<file path="src/rtl/spart_pkg.sv">
// Shared SPART definitions: receiver state encoding and framing constants.
package spart_pkg;
  typedef enum logic [1:0] {IDLE, START, DATA, STOP} rx_state_t;

  localparam int SPART_OVERSAMPLE = 16;
  localparam int SPART_DATA_BITS  = 8;
endpackage

</file>
<file path="src/rtl/sync2.sv">
// Two-flop synchronizer for an asynchronous single-bit input; reset value is parameterized.
module sync2 #(
  parameter logic RST_VAL = 1'b1
) (
  input  logic clk,
  input  logic rst_n,
  input  logic d_i,
  output logic q_o
);
  logic meta_q, sync_q;

  always_ff @(posedge clk or negedge rst_n) begin
    if (!rst_n) begin
      meta_q <= RST_VAL;
      sync_q <= RST_VAL;
    end else begin
      meta_q <= d_i;
      sync_q <= meta_q;
    end
  end

  assign q_o = sync_q;
endmodule

</file>
<file path="src/rtl/receive.sv">
// 8N1 UART receiver with oversampled bit timing and a one-byte holding register.
// Optional framing-error output enabled by defining RECEIVE_FERR_EN.
module receive
  import spart_pkg::*;
#(
  parameter int OVERSAMPLE = SPART_OVERSAMPLE
) (
  input  logic                       clk,
  input  logic                       rst_n,
  input  logic                       receive_baud,
  input  logic                       rxd,
  input  logic                       receive_read_en,
  output logic [SPART_DATA_BITS-1:0] receive_read_line,
`ifdef RECEIVE_FERR_EN
  output logic                       ferr,
`endif
  output logic                       rda
);
  localparam int SW = $clog2(OVERSAMPLE);
  localparam logic [SW-1:0] HALF_M1 = SW'(OVERSAMPLE / 2 - 1);
  localparam logic [SW-1:0] LAST    = SW'(OVERSAMPLE - 1);
  localparam logic [3:0]    LAST_BIT = 4'(SPART_DATA_BITS - 1);

  logic                       rxd_s;
  rx_state_t                  state_q;
  logic [SW-1:0]              smp_cnt_q;
  logic [3:0]                 bit_cnt_q;
  logic [SPART_DATA_BITS-1:0] shift_q;
  logic [SPART_DATA_BITS-1:0] data_q;
  logic                       rda_q;
`ifdef RECEIVE_FERR_EN
  logic                       ferr_q;
`endif

  sync2 #(.RST_VAL(1'b1)) u_sync (
    .clk   (clk),
    .rst_n (rst_n),
    .d_i   (rxd),
    .q_o   (rxd_s)
  );

  always_ff @(posedge clk or negedge rst_n) begin
    if (!rst_n) begin
      state_q   <= IDLE;
      smp_cnt_q <= '0;
      bit_cnt_q <= '0;
      shift_q   <= '0;
      data_q    <= '0;
      rda_q     <= 1'b0;
`ifdef RECEIVE_FERR_EN
      ferr_q    <= 1'b0;
`endif
    end else begin
      // Read clears first so that a completing frame below overrides it.
      if (receive_read_en) begin
        rda_q <= 1'b0;
`ifdef RECEIVE_FERR_EN
        ferr_q <= 1'b0;
`endif
      end
      case (state_q)
        IDLE: begin
          if (!rxd_s) begin
            state_q   <= START;
            smp_cnt_q <= '0;
          end
        end
        START: begin
          if (receive_baud) begin
            if (smp_cnt_q == HALF_M1) begin
              if (!rxd_s) begin
                state_q   <= DATA;
                smp_cnt_q <= '0;
                bit_cnt_q <= '0;
              end else begin
                state_q <= IDLE;
              end
            end else begin
              smp_cnt_q <= smp_cnt_q + 1'b1;
            end
          end
        end
        DATA: begin
          if (receive_baud) begin
            if (smp_cnt_q == LAST) begin
              shift_q   <= {rxd_s, shift_q[SPART_DATA_BITS-1:1]};
              bit_cnt_q <= bit_cnt_q + 1'b1;
              smp_cnt_q <= '0;
              if (bit_cnt_q == LAST_BIT) state_q <= STOP;
            end else begin
              smp_cnt_q <= smp_cnt_q + 1'b1;
            end
          end
        end
        STOP: begin
          if (receive_baud) begin
            if (smp_cnt_q == LAST) begin
              data_q    <= shift_q;
              rda_q     <= 1'b1;
`ifdef RECEIVE_FERR_EN
              ferr_q    <= ~rxd_s;
`endif
              smp_cnt_q <= '0;
              // Re-arm mid stop bit so a slightly early next start edge is caught.
              state_q   <= IDLE;
            end else begin
              smp_cnt_q <= smp_cnt_q + 1'b1;
            end
          end
        end
        default: state_q <= IDLE;
      endcase
    end
  end

  assign receive_read_line = data_q;
  assign rda               = rda_q;
`ifdef RECEIVE_FERR_EN
  assign ferr              = ferr_q;
`endif
endmodule

</file>
<file path="config.mk">
export PLATFORM = sky130hd
export DESIGN_NAME = receive
export DESIGN_NICKNAME = d
export VERILOG_FILES = /design/src/rtl/spart_pkg.sv /design/src/rtl/sync2.sv /design/src/rtl/receive.sv
export SDC_FILE = /design/constraint.sdc
export NUM_CORES = 1
export LEC_CHECK = 0
export BUFFER_PORTS_ARGS = -buffer_cell sky130_fd_sc_hd__buf_2
export CORE_MARGIN = 2
export CORE_UTILIZATION = 35
export DETAILED_ROUTE_END_ITERATION = 7
export PLACE_DENSITY = 0.54
export SLEW_MARGIN = 20
export SYNTH_ARGS = -nofsm -noshare
export SYNTH_HDL_FRONTEND = slang
export SYNTH_SLANG_ARGS = --single-unit
</file>
<file path="constraint.sdc">
create_clock -name clk -period 1.9 [get_ports clk]
set_clock_uncertainty 0.1 [all_clocks]
set_input_delay 0.19 -clock clk [delete_from_list [all_inputs] [get_ports clk]]
set_output_delay 0.19 -clock clk [all_outputs]
set_load 0.02 [all_outputs]
</file>
==> flow_summary.ini, run 1 <==
[run_status]
status = complete, no violations

[yosys]
syn-num-nets = 118
synthAdderAreaFrac_pct = 1.808
yosysTopAreaCell = dfrtp_1
synthXorXnorAreaFrac_pct = 0
ys_async_sr_fraction_pct = 100.0
yosysWarningCount = 0
synthTopCellsByArea = dfrtp_1 (49%), mux2_2 (13%), dfstp_2 (3.8%), inv_1 (1.9%), ha_1 (1.8%)
syn_inst = 111
postSynthAreaPerCell_um2 = 12.47
synth_top_family_by_area = multiplexers
muxShareOfSynthArea_pct = 14.47
yosysTopAreaCellShare_pct = 48.82
synth_area_um2 = 1384
synth_compound_area_share_pct = 13.29
synth.distinct_cells = 45
yosysMostFrequentCell = dfrtp_1
synth_edf_count = 0
ys.flop_type = dfrtp_1
synth-simple-area-share_pct = 12.93
ys_seq_area_share_pct = 52.62
synth_top_cells_by_count = dfrtp_1 (27), mux2_2 (16), inv_1 (7)
ys_ff_latch = 29

[clocking]
clk_pin_slew_worst_paths_ns = 0.07
cts_num_sinks = 29
htree_levels = 2
cts_buffers = 5
tritoncts = yes
postCtsSetupRepairBufs = 0
clockRootBuffer = clkbuf_8
worstSkewPairLatency_ns = 0.29
clockBufferDepth = 2

[grt]
grt_use_total_pct = 13.51
grt_pass1_wl_um = 4347
grt_overflow = 0
grt_max_degree = 30
grt_pass1_vias = 951
antenna_found_initial = 0

[sta]
min_period_over_period_pct = 91.42
slew_headroom_pct = 57.85
tightest_slew_ns = 0.6323
final.setup.tns_ns = 0
finalSetupViolCount = 0
drv_slew = 0
min_period_ns = 1.737
hold_viol_final = 0
fmax_ghz = 0.5757
rsz0062_at_grt = false

[worst_hold_path]
min_from = receive_read_en
holdPathStages = 3
min_to = rda
hold_path_class = in -> reg

[floorplanning]
start_util_pct = 36.97
num_rows = 22
dieWidth_um = 66.88
die_y_um = 66.88
io-pin-count = 14
core_area_um2 = 3744
die-area_um2 = 4473

[detailed_routing]
routed_wirelength_um = 2504
post_drt_wl_per_cell_um = 13.99
drtAntennaViolNets = 0
remaining_drc_errors = 0
drt-initial-drc-count = 26
drt_pass1_iterations = 4
vias = 932
viasPerCell = 5.207

[worst_setup_path]
cp.arrival_ns = 1.80
start_kind = flip-flop
cp-end-kind = flip-flop
r2r_end = receive_read_line[6]
worst_ep_required_time_ns = 1.96
r2r-start = smp_cnt_q[0]
crit_type = reg -> reg
worstPathMaxFanout = 9
reg2reg_slack_ns = 0.16
rr_worst_depth = 5

[power_and_ir_drop]
power_w = 0.001915
p_per_area_nw_per_um2 = 1159
vdd_drop_max_mv = 0.7644
power_leakage_nw = 0.7769

[place]
placed_cells = 169
portBuffers = 13
dpl.hpwl_um = 1677
gp_congestion = 0.8495

[flow_run]
maxCapViolations = 0

[finish]
area_delta_synth_final_pct = 19.44
stdcell_count = 179
nets = 137
final_core_util_pct = 44.15
antenna_cells = 0
drive_gt1_share_pct = 38.17
worst max-delay path, stage by stage, from the launching register on:
cell,delay [ns]
dfrtp_1,0.41
ha_2,0.28
nand4_2,0.15
nor3_4,0.18
buf_12,0.15
mux2_2,0.33
cell families after synthesis:
logic type | Yosys count
compound gates | 23
fa+ha+maj | 2
buf+inv | 14
flops | 29
mux | 18
simple gates | 25
final cells by class:
type	instances	area, um2
clock buffers	6	82.58
clock inverters	2	37.54
fillers	379	2091
inverters	7	26.28
multi-input cells	68	590.6
flip-flops and latches	29	728.2
well taps	48	60.06
repair buffers	19	127.6
power breakdown:
part / total (W) / leakage [nW] / internal, W / switching (W)
Sequential: 0.000828 / 0.375 / 0.000702 / 0.000127
Clock: 0.000668 / 0.0574 / 0.000426 / 0.000242
Combinational: 0.000419 / 0.344 / 0.000207 / 0.000212
Total: 0.00192 / 0.777 / 0.00133 / 0.000581
state kept, by name (all words and copies together), names as in the netlist, named ones only:
name and cells:
shift_q 8, rda 1, u_sync.meta_q 1, state_q 1, bit_cnt_q 4, u_sync.q_o 1, smp_cnt_q 4, receive_read_line 8
cell usage in the layout, fill, tap and decap left out, types with 2 or more instances in the layout:
cell type,synthesis,routed
nor2b_1,3,3
nand2_1,3,3
a21oi_1,2,2
dfrtp_1,27,27
mux2_2,16,16
clkbuf_8,0,6
nand2b_1,2,2
nor3_1,2,2
inv_1,7,7
a22o_1,2,2
nand3_1,3,3
buf_4,1,3
dlygate4sd3_1,0,2
mux2i_1,2,2
dfstp_2,2,2
o211ai_1,2,2
o22ai_1,2,2
buf_2,2,13
nand3b_1,3,3
per-stage QoR:
stage                     area [um2]  hold slack, ns  setup slack (ns)
after floorplan                 1384         -0.2056            0.2011
after global placement          1510          0.1559            0.1634
after detailed placement        1510          0.1530           0.07639
after CTS                       1650         0.06799           0.06862
after global routing            1653          0.1062           0.07441
final                           1653         0.07378            0.1630
layer usage:
| layer | wire [um] | track usage, % | vias to the layer above |
|---|---|---|---|
| li1 | - | - | 447 |
| met1 | 1180 | 16.68 | 464 |
| met2 | 1167 | 20.25 | 14 |
| met3 | 89 | 3.885 | 7 |
| met4 | 66 | 9.184 | 0 |
| met5 | 0 | 0 | - |
what timing repair did:
action                     CTS  global route
hold endpoints to repair    28             0
setup endpoints to repair    0             1
gates resized for setup      0             1
hold buffers                 2             0
worst max path at each step:
| stage | startpoint | end | cells past startpoint |
|---|---|---|---|
| after floorplan | smp_cnt_q[0] | receive_read_line[0] | 5 |
| after global placement | smp_cnt_q[0] | receive_read_line[4] | 5 |
| after detailed placement | smp_cnt_q[0] | receive_read_line[6] | 5 |
| after CTS | smp_cnt_q[0] | receive_read_line[6] | 5 |
| after global routing | smp_cnt_q[0] | receive_read_line[6] | 5 |
| final | smp_cnt_q[0] | receive_read_line[6] | 5 |
No activity file was read; power rests on OpenSTA's default activity.
==> inputs of run 2 (changes only) <==
--- a/config.mk
+++ b/config.mk
@@ -5,7 +5,7 @@
 export SDC_FILE = /design/constraint.sdc
 export NUM_CORES = 1
 export LEC_CHECK = 0
-export BUFFER_PORTS_ARGS = -buffer_cell sky130_fd_sc_hd__buf_2
+export BUFFER_PORTS_ARGS = -buffer_cell sky130_fd_sc_hd__buf_4
 export CORE_MARGIN = 2
 export CORE_UTILIZATION = 35
 export DETAILED_ROUTE_END_ITERATION = 7
==> flow_summary.ini, run 2 (synthesis results as in run 1) <==
[worst_setup_path]
worst_path_largest_cell_delay_ns = 0.40
slowest_stage = dfrtp_1
cp-end-kind = flip-flop
worst_ep_required_time_ns = 1.95
r2r-start = smp_cnt_q[0]
crit_type = reg -> reg
start_kind = flip-flop
worstPathMaxFanout = 9
cp-startpoint = smp_cnt_q[0]
cp.arrival_ns = 1.83
crit_chain = ha_1 -> nand4_2 -> nor3_4 -> buf_12 -> mux2_2

[clocking]
tritoncts = yes
worstSkewPairLatency_ns = 0.28
cts_buffers = 5
clockBufferDepth = 2
htree_levels = 2
cts_num_sinks = 29
clockRootBuffer = clkbuf_8
cts-resized-gates = 0
clk_pin_slew_worst_paths_ns = 0.06

[finish]
area_delta_synth_final_pct = 19.44
drive_gt1_share_pct = 35.88
nets = 137
layout_common_cells = dfrtp_1 (27), mux2_2 (16), buf_4 (16)
antenna_cells = 0
final_common_cell = dfrtp_1
seq_area_um2 = 728.2
stdcell_count = 179
nFillCells = 377
multiInputGateArea_um2 = 588.1

[detailed_routing]
vias = 931
drt-initial-drc-count = 19
drt_pass1_iterations = 4
remaining_drc_errors = 0
routed_wirelength_um = 2405
top_layer = met4
wl_met3_um = 99
drtAntennaViolNets = 0
route.met2.wl_um = 1170
viasPerCell = 5.201
post_drt_wl_per_cell_um = 13.44
drt-met1-wl_um = 1105

[sta]
hold_viol_final = 0
min_period_ns = 1.777
drv_slew = 0
min_period_over_period_pct = 93.54
final.setup.tns_ns = 0
rsz0062_at_grt = false
finalSetupViolCount = 0
fmax_ghz = 0.5627
tightest_slew_ns = 0.3599
slew_headroom_pct = 76.01

[grt]
antenna_found_initial = 0
grt_max_degree = 30
grt_use_total_pct = 13.03
grt_pass1_vias = 898
grt_overflow = 0
grt_pass1_wl_um = 4291

[place]
dpl.hpwl_um = 1664
gp_congestion = 0.8496
placed_cells = 169
portBuffers = 13

[flow_run]
maxCapViolations = 0

[worst_hold_path]
hold_path_class = in -> reg
min_from = receive_read_en

[floorplanning]
dieWidth_um = 66.88
io-pin-count = 14
start_util_pct = 36.97
die-area_um2 = 4473
die_y_um = 66.88
num_rows = 22
core_area_um2 = 3744

[power_and_ir_drop]
p_per_area_nw_per_um2 = 1056
p_int_w = 0.001205
power_leakage_nw = 0.7693
p_sw_w = 0.0005408
seq_power_share_pct = 47.1
p_clk_share_pct = 28.9
combPwrFrac_pct = 24.0
p_sw_share_pct = 30.99
vdd_drop_max_mv = 0.5094

[run_status]
status = complete, no violations
-- run 2: changes by cell type in the layout (fill, tap and decap cells not counted), sizes merged --
cell and change:
bufinv -1, clkbuf +2, clkinvlp -1
-- run 2: timing repair --
action                                 CTS  global route
buffers inserted                         0             0
endpoints found under the hold margin   28             0
hold buffers                             2             0
-- run 2: path summary, 6_finish.rpt --
check                                       end  slack, ns  cells past startpoint
min reg2reg                          u_sync.q_o       0.25                      0
min                                         rda       0.09                      3
min in group asynchronous          bit_cnt_q[1]       0.28                      2
max in group asynchronous            u_sync.q_o       1.11                      2
max                        receive_read_line[4]       0.12                      5
max reg2reg                receive_read_line[4]       0.12                      5
-- run 2: stage by stage --
stage                     util, %  power, W  setup WS [ns]  instance area, um2  hold slack [ns]
after floorplan                 -  0.001163         0.2011                1384          -0.2056
after global placement      41.21  0.001236         0.1604                1543          0.03376
after detailed placement    41.21  0.001248         0.1155                1543          0.03547
after CTS                   44.15  0.001773         0.1087                1653          0.08342
after global routing        44.15  0.001880       0.008523                1653           0.1003
final                       44.15  0.001745         0.1228                1653          0.08878
-- run 2: metal layers --
layer | vias up | GRT usage, %
met5 | - | 0
met4 | 0 | 5.357
met3 | 4 | 4.561
met2 | 20 | 19.75
met1 | 460 | 16.84
li1 | 447 | -
-- run 2: final cells by class --
| class | count | area share (%) |
|---|---|---|
| Sequential cell | 29 | 44.06 |
| Multi-Input combinational cell | 68 | 35.58 |
| Timing Repair Buffer | 19 | 9.690 |
| Clock buffer | 8 | 5.450 |
| Tap cell | 48 | 3.634 |
| Inverter | 7 | 1.590 |
-- run 2: power by group through the flow --
stage	clock network (W)	registers [W]	logic, W
floorplan	0	0.000763	0.000400
global placement	0	0.000830	0.000406
detailed placement	0	0.000831	0.000418
CTS	0.000528	0.000821	0.000424
global route	0.000563	0.000843	0.000474
finish	0.000504	0.000822	0.000419
-- run 2: critical path: cells and delay by family (launching register included) --
| family | cells | cell delay, ns |
|---|---|---|
| fa+ha+maj | 1 | 0.32 |
| buf+inv | 1 | 0.15 |
| flops | 1 | 0.40 |
| mux | 1 | 0.33 |
| simple gates | 2 | 0.36 |
